$ cat config.mk
export PLATFORM = sky130hd
export DESIGN_NAME = uart_core
export DESIGN_NICKNAME = d
export VERILOG_FILES = /design/src/rtl/uart_core.sv
export SDC_FILE = /design/constraint.sdc
export NUM_CORES = 1
export LEC_CHECK = 0
export CAP_MARGIN = 30
export CORE_MARGIN = 10
export CORE_UTILIZATION = 67
export CTS_BUF_LIST = sky130_fd_sc_hd__clkbuf_8
export DETAILED_ROUTE_END_ITERATION = 10
export GPL_ROUTABILITY_DRIVEN = 1
export PLACE_DENSITY = 0.89
export SLEW_MARGIN = 20
export SYNTH_ARGS = -nofsm -noshare
export SYNTH_HDL_FRONTEND = slang
export SYNTH_SLANG_ARGS = --single-unit
$ cat constraint.sdc
create_clock -name clk -period 7.75 [get_ports clk]
set_input_delay 1.1625 -clock clk [delete_from_list [all_inputs] [get_ports clk]]
set_output_delay 1.1625 -clock clk [all_outputs]
set_load 0.02 [all_outputs]
$ cat src/rtl/uart_core.sv
// Byte-wide 8N1 UART with a runtime bit-period divider and a one-byte receive buffer.
// Define UART_PARITY_EN for 8E1 framing with rx_parity_err and frame_err outputs.
`timescale 1ns/1ps
module uart_core #(
    parameter int DIV_MIN = 2
) (
    input  logic        clk,
    input  logic        rst,
    input  logic [15:0] cfg_divider,
    input  logic        ser_rx,
    output logic        ser_tx,
    input  logic [7:0]  reg_dat_di,
    input  logic        reg_dat_we,
    input  logic        reg_dat_re,
    output logic [7:0]  reg_dat_do,
    output logic        tx_busy,
    output logic        rx_valid,
    output logic        rx_overrun
`ifdef UART_PARITY_EN
    ,
    output logic        rx_parity_err,
    output logic        frame_err
`endif
);

    typedef enum logic [2:0] {
        TX_IDLE  = 3'd0,
        TX_START = 3'd1,
        TX_DATA  = 3'd2,
        TX_PAR   = 3'd3,
        TX_STOP  = 3'd4
    } tx_state_t;

    typedef enum logic [2:0] {
        RX_IDLE  = 3'd0,
        RX_START = 3'd1,
        RX_DATA  = 3'd2,
        RX_PAR   = 3'd3,
        RX_STOP  = 3'd4,
        RX_WAIT  = 3'd5
    } rx_state_t;

`ifdef UART_PARITY_EN
    function automatic logic even_parity(input logic [7:0] data);
        even_parity = ^data;
    endfunction
`endif

    logic [15:0] div_eff_s;
    assign div_eff_s = (cfg_divider < 16'(DIV_MIN)) ? 16'(DIV_MIN) : cfg_divider;

    // ---------------- transmitter ----------------
    tx_state_t   tx_state_r, tx_state_n;
    logic [15:0] tx_cnt_r, tx_cnt_n, tx_period_r, tx_period_n;
    logic [2:0]  tx_idx_r, tx_idx_n;
    logic [7:0]  tx_shift_r, tx_shift_n;
    logic        tx_bit_end_s;
    logic        ser_tx_r, ser_tx_n, tx_busy_r, tx_busy_n;
`ifdef UART_PARITY_EN
    logic        tx_par_r, tx_par_n;
`endif

    assign tx_bit_end_s = (tx_cnt_r == (tx_period_r - 16'd1));

    // TX state register with registered line and busy outputs
    always_ff @(posedge clk) begin
        if (rst) begin
            tx_state_r  <= TX_IDLE;
            tx_cnt_r    <= 16'd0;
            tx_period_r <= 16'd0;
            tx_idx_r    <= 3'd0;
            tx_shift_r  <= 8'd0;
            ser_tx_r    <= 1'b1;
            tx_busy_r   <= 1'b0;
`ifdef UART_PARITY_EN
            tx_par_r    <= 1'b0;
`endif
        end else begin
            tx_state_r  <= tx_state_n;
            tx_cnt_r    <= tx_cnt_n;
            tx_period_r <= tx_period_n;
            tx_idx_r    <= tx_idx_n;
            tx_shift_r  <= tx_shift_n;
            ser_tx_r    <= ser_tx_n;
            tx_busy_r   <= tx_busy_n;
`ifdef UART_PARITY_EN
            tx_par_r    <= tx_par_n;
`endif
        end
    end

    // TX next-state: each frame bit lasts exactly tx_period_r clocks
    always_comb begin
        tx_state_n  = tx_state_r;
        tx_cnt_n    = tx_cnt_r + 16'd1;
        tx_period_n = tx_period_r;
        tx_idx_n    = tx_idx_r;
        tx_shift_n  = tx_shift_r;
`ifdef UART_PARITY_EN
        tx_par_n    = tx_par_r;
`endif
        case (tx_state_r)
            TX_IDLE: begin
                tx_cnt_n = 16'd0;
                if (reg_dat_we) begin
                    tx_state_n  = TX_START;
                    tx_shift_n  = reg_dat_di;
                    tx_period_n = div_eff_s;
`ifdef UART_PARITY_EN
                    tx_par_n    = even_parity(reg_dat_di);
`endif
                end else begin
                    tx_state_n = TX_IDLE;
                end
            end
            TX_START: begin
                if (tx_bit_end_s) begin
                    tx_state_n = TX_DATA;
                    tx_cnt_n   = 16'd0;
                    tx_idx_n   = 3'd0;
                end else begin
                    tx_state_n = TX_START;
                end
            end
            TX_DATA: begin
                if (tx_bit_end_s) begin
                    tx_cnt_n   = 16'd0;
                    tx_shift_n = {1'b0, tx_shift_r[7:1]};
                    if (tx_idx_r == 3'd7) begin
`ifdef UART_PARITY_EN
                        tx_state_n = TX_PAR;
`else
                        tx_state_n = TX_STOP;
`endif
                    end else begin
                        tx_idx_n = tx_idx_r + 3'd1;
                    end
                end else begin
                    tx_state_n = TX_DATA;
                end
            end
            TX_PAR: begin
                if (tx_bit_end_s) begin
                    tx_state_n = TX_STOP;
                    tx_cnt_n   = 16'd0;
                end else begin
                    tx_state_n = TX_PAR;
                end
            end
            TX_STOP: begin
                if (tx_bit_end_s) begin
                    tx_state_n = TX_IDLE;
                    tx_cnt_n   = 16'd0;
                end else begin
                    tx_state_n = TX_STOP;
                end
            end
            default: begin
                tx_state_n = TX_IDLE;
                tx_cnt_n   = 16'd0;
            end
        endcase
    end

    // TX outputs derived from the upcoming state so they register alongside it
    always_comb begin
        tx_busy_n = (tx_state_n != TX_IDLE);
        case (tx_state_n)
            TX_IDLE:  ser_tx_n = 1'b1;
            TX_START: ser_tx_n = 1'b0;
            TX_DATA:  ser_tx_n = tx_shift_n[0];
`ifdef UART_PARITY_EN
            TX_PAR:   ser_tx_n = tx_par_n;
`endif
            TX_STOP:  ser_tx_n = 1'b1;
            default:  ser_tx_n = 1'b1;
        endcase
    end

    assign ser_tx  = ser_tx_r;
    assign tx_busy = tx_busy_r;

    // ---------------- receiver ----------------
    rx_state_t   rx_state_r, rx_state_n;
    logic [15:0] rx_cnt_r, rx_cnt_n, rx_period_r, rx_period_n;
    logic [2:0]  rx_idx_r, rx_idx_n;
    logic [7:0]  rx_shift_r, rx_shift_n;
    logic        rx_sync1_r, rx_sync2_r, rx_prev_r;
    logic        rx_fall_s, rx_half_end_s, rx_bit_end_s, rx_done_s, rx_pop_s;
    logic [7:0]  rx_data_r, rx_data_n;
    logic        rx_valid_r, rx_valid_n, rx_ovr_r, rx_ovr_n;
`ifdef UART_PARITY_EN
    logic        rx_par_bad_r, rx_par_bad_n, rx_perr_r, rx_perr_n;
    logic        rx_ferr_s, frame_err_r;
`endif

    assign rx_fall_s     = rx_prev_r & ~rx_sync2_r;
    assign rx_half_end_s = (rx_cnt_r == ({1'b0, rx_period_r[15:1]} - 16'd1));
    assign rx_bit_end_s  = (rx_cnt_r == (rx_period_r - 16'd1));
    assign rx_pop_s      = reg_dat_re & rx_valid_r;

    // RX synchroniser, state register and receive buffer
    always_ff @(posedge clk) begin
        if (rst) begin
            rx_sync1_r  <= 1'b1;
            rx_sync2_r  <= 1'b1;
            rx_prev_r   <= 1'b1;
            rx_state_r  <= RX_IDLE;
            rx_cnt_r    <= 16'd0;
            rx_period_r <= 16'd0;
            rx_idx_r    <= 3'd0;
            rx_shift_r  <= 8'd0;
            rx_data_r   <= 8'h00;
            rx_valid_r  <= 1'b0;
            rx_ovr_r    <= 1'b0;
`ifdef UART_PARITY_EN
            rx_par_bad_r <= 1'b0;
            rx_perr_r    <= 1'b0;
            frame_err_r  <= 1'b0;
`endif
        end else begin
            rx_sync1_r  <= ser_rx;
            rx_sync2_r  <= rx_sync1_r;
            rx_prev_r   <= rx_sync2_r;
            rx_state_r  <= rx_state_n;
            rx_cnt_r    <= rx_cnt_n;
            rx_period_r <= rx_period_n;
            rx_idx_r    <= rx_idx_n;
            rx_shift_r  <= rx_shift_n;
            rx_data_r   <= rx_data_n;
            rx_valid_r  <= rx_valid_n;
            rx_ovr_r    <= rx_ovr_n;
`ifdef UART_PARITY_EN
            rx_par_bad_r <= rx_par_bad_n;
            rx_perr_r    <= rx_perr_n;
            frame_err_r  <= rx_ferr_s;
`endif
        end
    end

    // RX next-state: start bit checked at half period, later bits one period apart
    always_comb begin
        rx_state_n  = rx_state_r;
        rx_cnt_n    = rx_cnt_r + 16'd1;
        rx_period_n = rx_period_r;
        rx_idx_n    = rx_idx_r;
        rx_shift_n  = rx_shift_r;
        rx_done_s   = 1'b0;
`ifdef UART_PARITY_EN
        rx_par_bad_n = rx_par_bad_r;
        rx_ferr_s    = 1'b0;
`endif
        case (rx_state_r)
            RX_IDLE: begin
                rx_cnt_n = 16'd0;
                if (rx_fall_s) begin
                    rx_state_n  = RX_START;
                    rx_period_n = div_eff_s;
                end else begin
                    rx_state_n = RX_IDLE;
                end
            end
            RX_START: begin
                if (rx_half_end_s) begin
                    rx_cnt_n   = 16'd0;
                    rx_idx_n   = 3'd0;
                    rx_state_n = rx_sync2_r ? RX_IDLE : RX_DATA;
                end else begin
                    rx_state_n = RX_START;
                end
            end
            RX_DATA: begin
                if (rx_bit_end_s) begin
                    rx_cnt_n   = 16'd0;
                    rx_shift_n = {rx_sync2_r, rx_shift_r[7:1]};
                    if (rx_idx_r == 3'd7) begin
`ifdef UART_PARITY_EN
                        rx_state_n = RX_PAR;
`else
                        rx_state_n = RX_STOP;
`endif
                    end else begin
                        rx_idx_n = rx_idx_r + 3'd1;
                    end
                end else begin
                    rx_state_n = RX_DATA;
                end
            end
            RX_PAR: begin
                if (rx_bit_end_s) begin
                    rx_cnt_n   = 16'd0;
                    rx_state_n = RX_STOP;
`ifdef UART_PARITY_EN
                    rx_par_bad_n = rx_sync2_r ^ even_parity(rx_shift_r);
`endif
                end else begin
                    rx_state_n = RX_PAR;
                end
            end
            RX_STOP: begin
                if (rx_bit_end_s) begin
                    rx_cnt_n = 16'd0;
                    if (rx_sync2_r) begin
                        rx_done_s  = 1'b1;
                        rx_state_n = RX_IDLE;
                    end else begin
                        // bad stop: park until the line idles so a held-low line cannot retrigger
                        rx_state_n = RX_WAIT;
`ifdef UART_PARITY_EN
                        rx_ferr_s  = 1'b1;
`endif
                    end
                end else begin
                    rx_state_n = RX_STOP;
                end
            end
            RX_WAIT: begin
                rx_cnt_n   = 16'd0;
                rx_state_n = rx_sync2_r ? RX_IDLE : RX_WAIT;
            end
            default: begin
                rx_cnt_n   = 16'd0;
                rx_state_n = RX_IDLE;
            end
        endcase
    end

    // Receive buffer: a pop on the completion clock makes room for the new byte
    always_comb begin
        rx_data_n  = rx_data_r;
        rx_valid_n = rx_valid_r;
        rx_ovr_n   = rx_ovr_r;
        if (rx_done_s) begin
            if (!rx_valid_r || reg_dat_re) begin
                rx_data_n  = rx_shift_r;
                rx_valid_n = 1'b1;
                rx_ovr_n   = rx_pop_s ? 1'b0 : rx_ovr_r;
            end else begin
                rx_ovr_n = 1'b1;
            end
        end else if (rx_pop_s) begin
            rx_valid_n = 1'b0;
            rx_ovr_n   = 1'b0;
        end else begin
            rx_valid_n = rx_valid_r;
        end
`ifdef UART_PARITY_EN
        rx_perr_n = (rx_done_s & rx_par_bad_r) | (rx_perr_r & ~rx_pop_s);
`endif
    end

    assign reg_dat_do = rx_data_r;
    assign rx_valid   = rx_valid_r;
    assign rx_overrun = rx_ovr_r;
`ifdef UART_PARITY_EN
    assign rx_parity_err = rx_perr_r;
    assign frame_err     = frame_err_r;
`endif

endmodule

==> results of run 1 <==
==> layout make-up <==
cell class              count  area share [%]
multi-input cells         623            56.4
well taps                 129            2.35
clock inverters             7            1.00
inverters                  16           0.873
repair buffers             45            6.42
clock buffers               9            1.80
flip-flops and latches    107            31.1
==> cell families (layout without fill, tap and decap cells) <==
| kind of cell | count (synthesis) | in the layout | synth area share, % |
|---|---|---|---|
| muxes | 21 | 21 | 3.33 |
| adders and majority gates | 9 | 9 | 1.78 |
| AOI/OAI and AO/OA | 129 | 129 | 13.8 |
| and+or+nand+nor | 378 | 378 | 30.5 |
| DFF | 107 | 107 | 33.8 |
| xor gates and xnor gates | 86 | 86 | 11.9 |
| buffers and inverters | 75 | 77 | 5.01 |
==> sequential cells by signal, indices dropped and copies added, names as in the netlist <==
signal and cells:
rx_sync2_r 1, tx_cnt_r 16, tx_state_r 3, rx_period_r 16, rx_sync1_r 1, ser_tx 1, rx_valid 1, tx_shift_r 8
rx_idx_r 3, rx_cnt_r 16, tx_idx_r 3, tx_period_r 16, rx_prev_r 1, rx_overrun 1, tx_busy 1, reg_dat_do 8
rx_state_r 3, rx_shift_r 8
==> critical path: stages, from the launching register on <==
cell and delay [ns]:
dfxtp_1 0.39, inv_1 0.11, ha_1 0.29, or4b_1 0.68, nor4_1 0.38, xnor2_1 0.17, nor4_1 0.34, nand4_1 0.13
nor3_1 0.51, a21bo_2 0.27, mux2_2 0.33
==> per-stage QoR <==
step | hold WS [ns] | cells | utilization (%) | total power (uW) | instance area (sq um)
CTS | 0.441 | 936 | 74.4 | 1150 | 6880
floorplan | 0.389 | 805 | - | 748 | 6340
finish | 0.435 | 936 | 74.4 | 1150 | 6880
detailed placement | 0.411 | 920 | 72.4 | 810 | 6690
global placement | 0.393 | 917 | 72.0 | 801 | 6660
global route | 0.469 | 936 | 74.4 | 1200 | 6880
==> power by group <==
group          internal [uW]  leakage [uW]  switching [uW]
clock                    126      0.000102             217
combinational           95.1       0.00168             124
sequential               563      0.000868            21.8
total                    785       0.00265             363
==> cell usage in the layout, fill, tap and decap left out, types with 3 or more instances in the layout <==
cell | synthesis | layout
a2111oi_0 | 3 | 3
a211o_1 | 8 | 8
a211oi_1 | 6 | 6
a21oi_1 | 48 | 48
a221oi_1 | 4 | 4
a311o_1 | 3 | 3
a31oi_1 | 3 | 3
a41oi_1 | 3 | 3
and2_1 | 3 | 3
and3_1 | 16 | 16
and4_1 | 6 | 6
buf_4 | 2 | 3
clkbuf_8 | 0 | 9
clkdlybuf4s50_1 | 0 | 39
dfxtp_1 | 107 | 107
ha_1 | 9 | 9
inv_1 | 16 | 17
mux2i_1 | 20 | 20
nand2_1 | 106 | 106
nand2b_1 | 6 | 6
nand3_1 | 37 | 37
nand4_1 | 12 | 12
nor2_1 | 86 | 86
nor2b_1 | 12 | 12
nor3_1 | 25 | 25
nor3b_1 | 9 | 9
nor4_1 | 15 | 15
nor4b_1 | 5 | 5
o21a_1 | 3 | 3
o21ai_0 | 17 | 17
o21ba_2 | 3 | 3
o22ai_1 | 4 | 4
or2_2 | 9 | 9
or3_1 | 12 | 12
or4b_1 | 3 | 3
xnor2_1 | 47 | 47
xor2_1 | 39 | 39
==> worst max-delay path by stage <==
stage,startpoint,to,slack (ns)
after floorplan,rx_period_r[1],rx_cnt_r[2],4.70
after global placement,rst,tx_busy,4.14
after detailed placement,rx_period_r[1],rx_idx_r[0],4.18
after CTS,rx_period_r[1],rx_idx_r[0],4.15
after global routing,rx_period_r[1],rx_idx_r[0],3.72
final,rx_period_r[1],rx_idx_r[0],4.04
==> layer usage <==
layer	up-vias	GRT usage [%]	wire length, um
li1	2814	-	-
met5	-	0	0
met3	18	5.10	1230
met1	2748	33.1	7430
met4	0	6.67	176
met2	226	39.6	7560
==> metrics.md, run 1 <==
| Metric | Value |
|---|---|
| Hold path start | `rx_sync1_r` |
| Synthesized instance count | `805` |
| Prevailing post-synth register cell | `dfxtp_1` |
| Hpwl dp | `12.2 mm` |
| Clk_skew | `0.0198 ns` |
| Reg clk slew, reported paths | `0.11 ns` |
| Syn avg cell area | `7.88 sq um` |
| Worst Setup Start Kind | `flip-flop` |
| Initial Util | `68.6%` |
| Fmax | `0.269 GHz` |
| Syn nets | `843` |
| CTS sink count | `107` |
| H-tree levels | `3` |
| Max-slew violations | `0` |
| Drt initial violations | `556` |
| Post-synth EDFFs | `0` |
| GRT Residual Overflow | `0` |
| HP Class | `reg2reg` |
| Synth area leaders | `dfxtp_1 (34%), xnor2_1 (6.5%), nand2_1 (6.3%)` |
| Final period utilization | `47.9%` |
| Drt pass-1 iters | `5` |
| Post_cts resized | `0` |
| Avg Vias per Cell | `6.20` |
| Vias in the first global route | `5520` |
| Post-DR wirelength/cell | `17.5 um` |
| Relative slew slack | `41.2%` |
| Global-route usage over all layers | `24.8%` |
| Sequential-to-total area share from yosys stat | `33.8%` |
| Number of max-cap violations | `0` |
| Die area | `0.0138 sq mm` |
| Top cell type's share of synthesized area | `33.8%` |
| Area Overhead vs Synth | `8.48%` |
| Dominant cell by count in the synthesized netlist | `dfxtp_1` |
| Post-route DRC | `0` |
| Fillers | `710` |
| Die Height | `117 um` |
| Top cell type by total area after synthesis | `dfxtp_1` |
| Clk_lat worst skew | `0.38 ns` |
| Flop2flop setup slack | `4.04 ns` |
| Share of layout cells above drive strength 1 | `5.58%` |
| Footprint of the multi-input gates | `0.00388 sq mm` |
| Storage cell area | `0.00214 sq mm` |
| Critical Path Sink Type | `flip-flop` |
| Std-Cell Rows | `35` |
| Post-DRT Antenna Nets | `0` |
| Distinct cells, synth | `72` |
| Worst r2r src | `rx_period_r[1]` |
| Post-synth top cells | `dfxtp_1 (107), nand2_1 (106), nor2_1 (86)` |
| Min Tclk post-route | `3.71 ns` |
| Final setup violation count | `0` |
| RSZ-0062 raised after global routing | `no` |
| Peak VDD IR | `0.000158 V` |
| Antenna cells | `0` |
| Final setup TNS | `0 ns` |
| Async SR Flop Fraction | `0%` |
| Maximum number of pins on one net before global-route repair | `46` |
| Routability Congestion | `0.937` |
| CTS hold repair buffers | `0` |
| First-pass GRT wire length | `27.2 mm` |
| PwrDens | `167 mW/mm^2` |
| Yosys warning count | `0` |
| Die width | `117 um` |
| Via count | `5806` |
| WS Path Type | `reg2reg` |
| Crit path DAT | `3.99 ns` |
| WHS Endpoint | `rx_sync2_r` |
| Root buf cell | `clkbuf_8` |
| Place WS | `4.18 ns` |
| WP data required | `8.03 ns` |
| Status | `finished clean` |
| Worst-Margin Slew | `0.881 ns` |
| Mapped Area | `0.00634 sq mm` |
| Pleak | `0.00265 uW` |
| CTS tree | `built` |
| Worst flop-to-flop path endpoint | `rx_idx_r[0]` |
| CTS Buffer Depth | `2` |
| Post-CTS Setup Inserts | `0` |
| Total Wirelength | `16.4 mm` |
| IO Port Bufs | `40` |
| R2R cell count | `10` |
| Yosys reg bits | `107` |
| Hold depth | `1` |
| Total CTS buffers | `9` |
| Final #Nets | `840` |
| Final Hold Viols | `0` |
| Core Area | `0.00924 sq mm` |
| IO Count | `41` |
| Worst Slack Setup Final | `4.04 ns` |
| Initial antenna violation count | `0` |
| CP max FO | `11` |
No activity file was read; power rests on OpenSTA's default activity.
==> inputs of run 2 (changes only) <==
Settings changed: CORE_UTILIZATION 67 to 62, PLACE_DENSITY 0.89 to 0.83.
Clock period 7.75 ns to 3.6 ns, I/O delays scaled along.
==> metrics.md, run 2 (same netlist as run 1, synthesis figures left out) <==
| Metric | Value |
|---|---|
| Worst Hold Margin | `0.425 ns (-0.00919 ns)` |
| H-tree levels | `3 (unchanged)` |
| Avg Vias per Cell | `6.12 (-1.4%)` |
| Crit path DAT | `3.71 ns (-0.28 ns)` |
| WS Path Type | `reg2reg` |
| Worst flop-to-flop path endpoint | `rx_idx_r[0]` |
| Drt pass-1 iters | `5 (unchanged)` |
| Area Overhead vs Synth | `9.61%` |
| Critical Path Sink Type | `flip-flop` |
| Share of layout cells above drive strength 1 | `7.23% (+1.7 points)` |
| Status | `finished clean` |
| Via count | `5806 (unchanged)` |
| GRT Residual Overflow | `0 (unchanged)` |
| Post-CTS Setup Inserts | `0 (unchanged)` |
| Final Hold Viols | `0 (unchanged)` |
| RSZ-0062 raised after global routing | `no` |
| WP data required | `3.88 ns (-4.15 ns)` |
| CP Launch Point | `rx_period_r[1]` |
| Die Height | `121 um (+3.3%)` |
| CP endpoint | `rx_idx_r[0]` |
| Post_cts resized | `0 (unchanged)` |
| Number of max-cap violations | `0 (unchanged)` |
| Commonest non-fill, non-tap cells in the layout | `dfxtp_1 (107), nand2_1 (106), nor2_1 (86)` |
| Final #Nets | `850 (+1.2%)` |
| CP max FO | `11 (unchanged)` |
| CTS tree | `built` |
| CTS hold repair buffers | `0 (unchanged)` |
| Relative slew slack | `54.2% (+13 points)` |
| R2R cell count | `10 (unchanged)` |
| Antenna cells | `0 (unchanged)` |
| Min Tclk post-route | `3.42 ns (-0.287 ns)` |
| Routability Congestion | `0.939 (+0.26%)` |
| Fmax | `0.292 GHz (+8.4%)` |
| Clk_skew | `0.00849 ns (-0.0113 ns)` |
| Root buf cell | `clkbuf_8` |
| Total Wirelength | `16.1 mm (-1.7%)` |
| Die width | `121 um (+3.3%)` |
| Final period utilization | `95.1% (+47 points)` |
| Worst r2r src | `rx_period_r[1]` |
| Most common cell after layout, fill and taps aside | `dfxtp_1` |
| Reg clk slew, reported paths | `0.10 ns (about the same)` |
| Hpwl dp | `11.8 mm (-3.4%)` |
| Post-route DRC | `0 (unchanged)` |
| Post-DRT Antenna Nets | `0 (unchanged)` |
| Die area | `0.0147 sq mm (+6.7%)` |
| CTS Buffer Depth | `2 (unchanged)` |
| Pleak | `0.00270 uW (+1.7%)` |
| IO Port Bufs | `40 (unchanged)` |
| Drt initial violations | `688 (+24%)` |
| First-pass GRT wire length | `26.2 mm (-3.5%)` |
| Worst Setup Start Kind | `flip-flop` |
| Worst-Margin Slew | `0.684 ns (-0.197 ns)` |
| HP Class | `reg2reg` |
| Core Area | `0.00986 sq mm (+6.8%)` |
| Vias in the first global route | `5357 (-3.0%)` |
| Total CTS buffers | `9 (unchanged)` |
| Flop2flop setup slack | `0.18 ns (-3.86 ns)` |
| Post-DR wirelength/cell | `17.0 um (-3.1%)` |
| Global-route usage over all layers | `21.8% (-3.0 points)` |
| Initial antenna violation count | `0 (unchanged)` |
| Number of non-filler instances in the completed layout | `949 (+1.4%)` |
| Final setup violation count | `0 (unchanged)` |
| CTS sink count | `107 (unchanged)` |
| IO Count | `41 (unchanged)` |
| Final setup TNS | `0 ns (unchanged)` |
| Initial Util | `64.3% (-4.3 points)` |
| Placed insts | `934 (+1.5%)` |
| Final core occ | `70.5% (-4.0 points)` |
| Fillers | `792 (+12%)` |
| Std-Cell Rows | `36 (+2.9%)` |
| PwrDens | `351 mW/mm^2 (+110%)` |
| Clk_lat worst skew | `0.39 ns (about the same)` |
| Maximum number of pins on one net before global-route repair | `40 (-13%)` |
| Peak VDD IR | `0.000387 V (+140%)` |
| Hold path start | `rx_sync1_r` |
| Max-slew violations | `0 (unchanged)` |
run 2: final cells by class:
cell class                      count  area, sq um  area share [%]
Tap cell                          133          166            2.39
Clock buffer                       10          138            1.98
Multi-Input combinational cell    623         3900            56.1
Timing Repair Buffer               55          508            7.31
Inverter                           16         60.1           0.864
Sequential cell                   107         2140            30.8
Clock inverter                      5         37.5           0.540
run 2: routing by layer:
layer	vias to the layer above	GRT usage, %	part of all wire [%]
li1	2832	-	-
met1	2687	29.7	46
met2	255	32.9	44
met3	32	5.44	8.5
met4	0	7.00	1.9
met5	-	0	0
run 2: critical path: stages, from the launching register on:
cell     delay [ns]
dfxtp_1        0.40
inv_1          0.11
ha_1           0.28
or4b_4         0.58
nor4_1         0.33
xnor2_1        0.14
nor4_1         0.35
nand4_1        0.19
nor3_2         0.37
a21bo_2        0.23
mux2_2         0.33
run 2: power by group:
group / switching, uW / internal (uW) / total (uW)
clock network: 430 / 272 / 702
registers: 43.9 / 1210 / 1260
logic: 266 / 218 / 483
total: 739 / 1700 / 2440
run 2: per-stage QoR:
stage	cell area [sq um]	total power (uW)	setup WS, ns
5_1_grt	6950	2540	0.0599
4_1_cts	6930	2440	0.0714
2_1_floorplan	6340	1610	0.547
3_3_place_gp	6760	1740	0.244
6_report	6950	2440	0.176
3_5_place_dp	6760	1750	0.0977
run 2: worst min-delay path by stage:
| stage | end | cells past startpoint | slack [ns] |
|---|---|---|---|
| after global placement | rx_sync2_r | 1 | 0.39 |
| after detailed placement | rx_sync2_r | 1 | 0.40 |
| after floorplan | rx_sync2_r | 1 | 0.39 |
| final | rx_sync2_r | 1 | 0.43 |
| after global routing | rx_sync2_r | 1 | 0.45 |
| after CTS | rx_sync2_r | 1 | 0.43 |
==> inputs of run 3 (changes only) <==
Settings changed: SLEW_MARGIN 20 to 25.
==> results of run 3 <==
Final layout, timing and power as in run 2 (identical DEF).
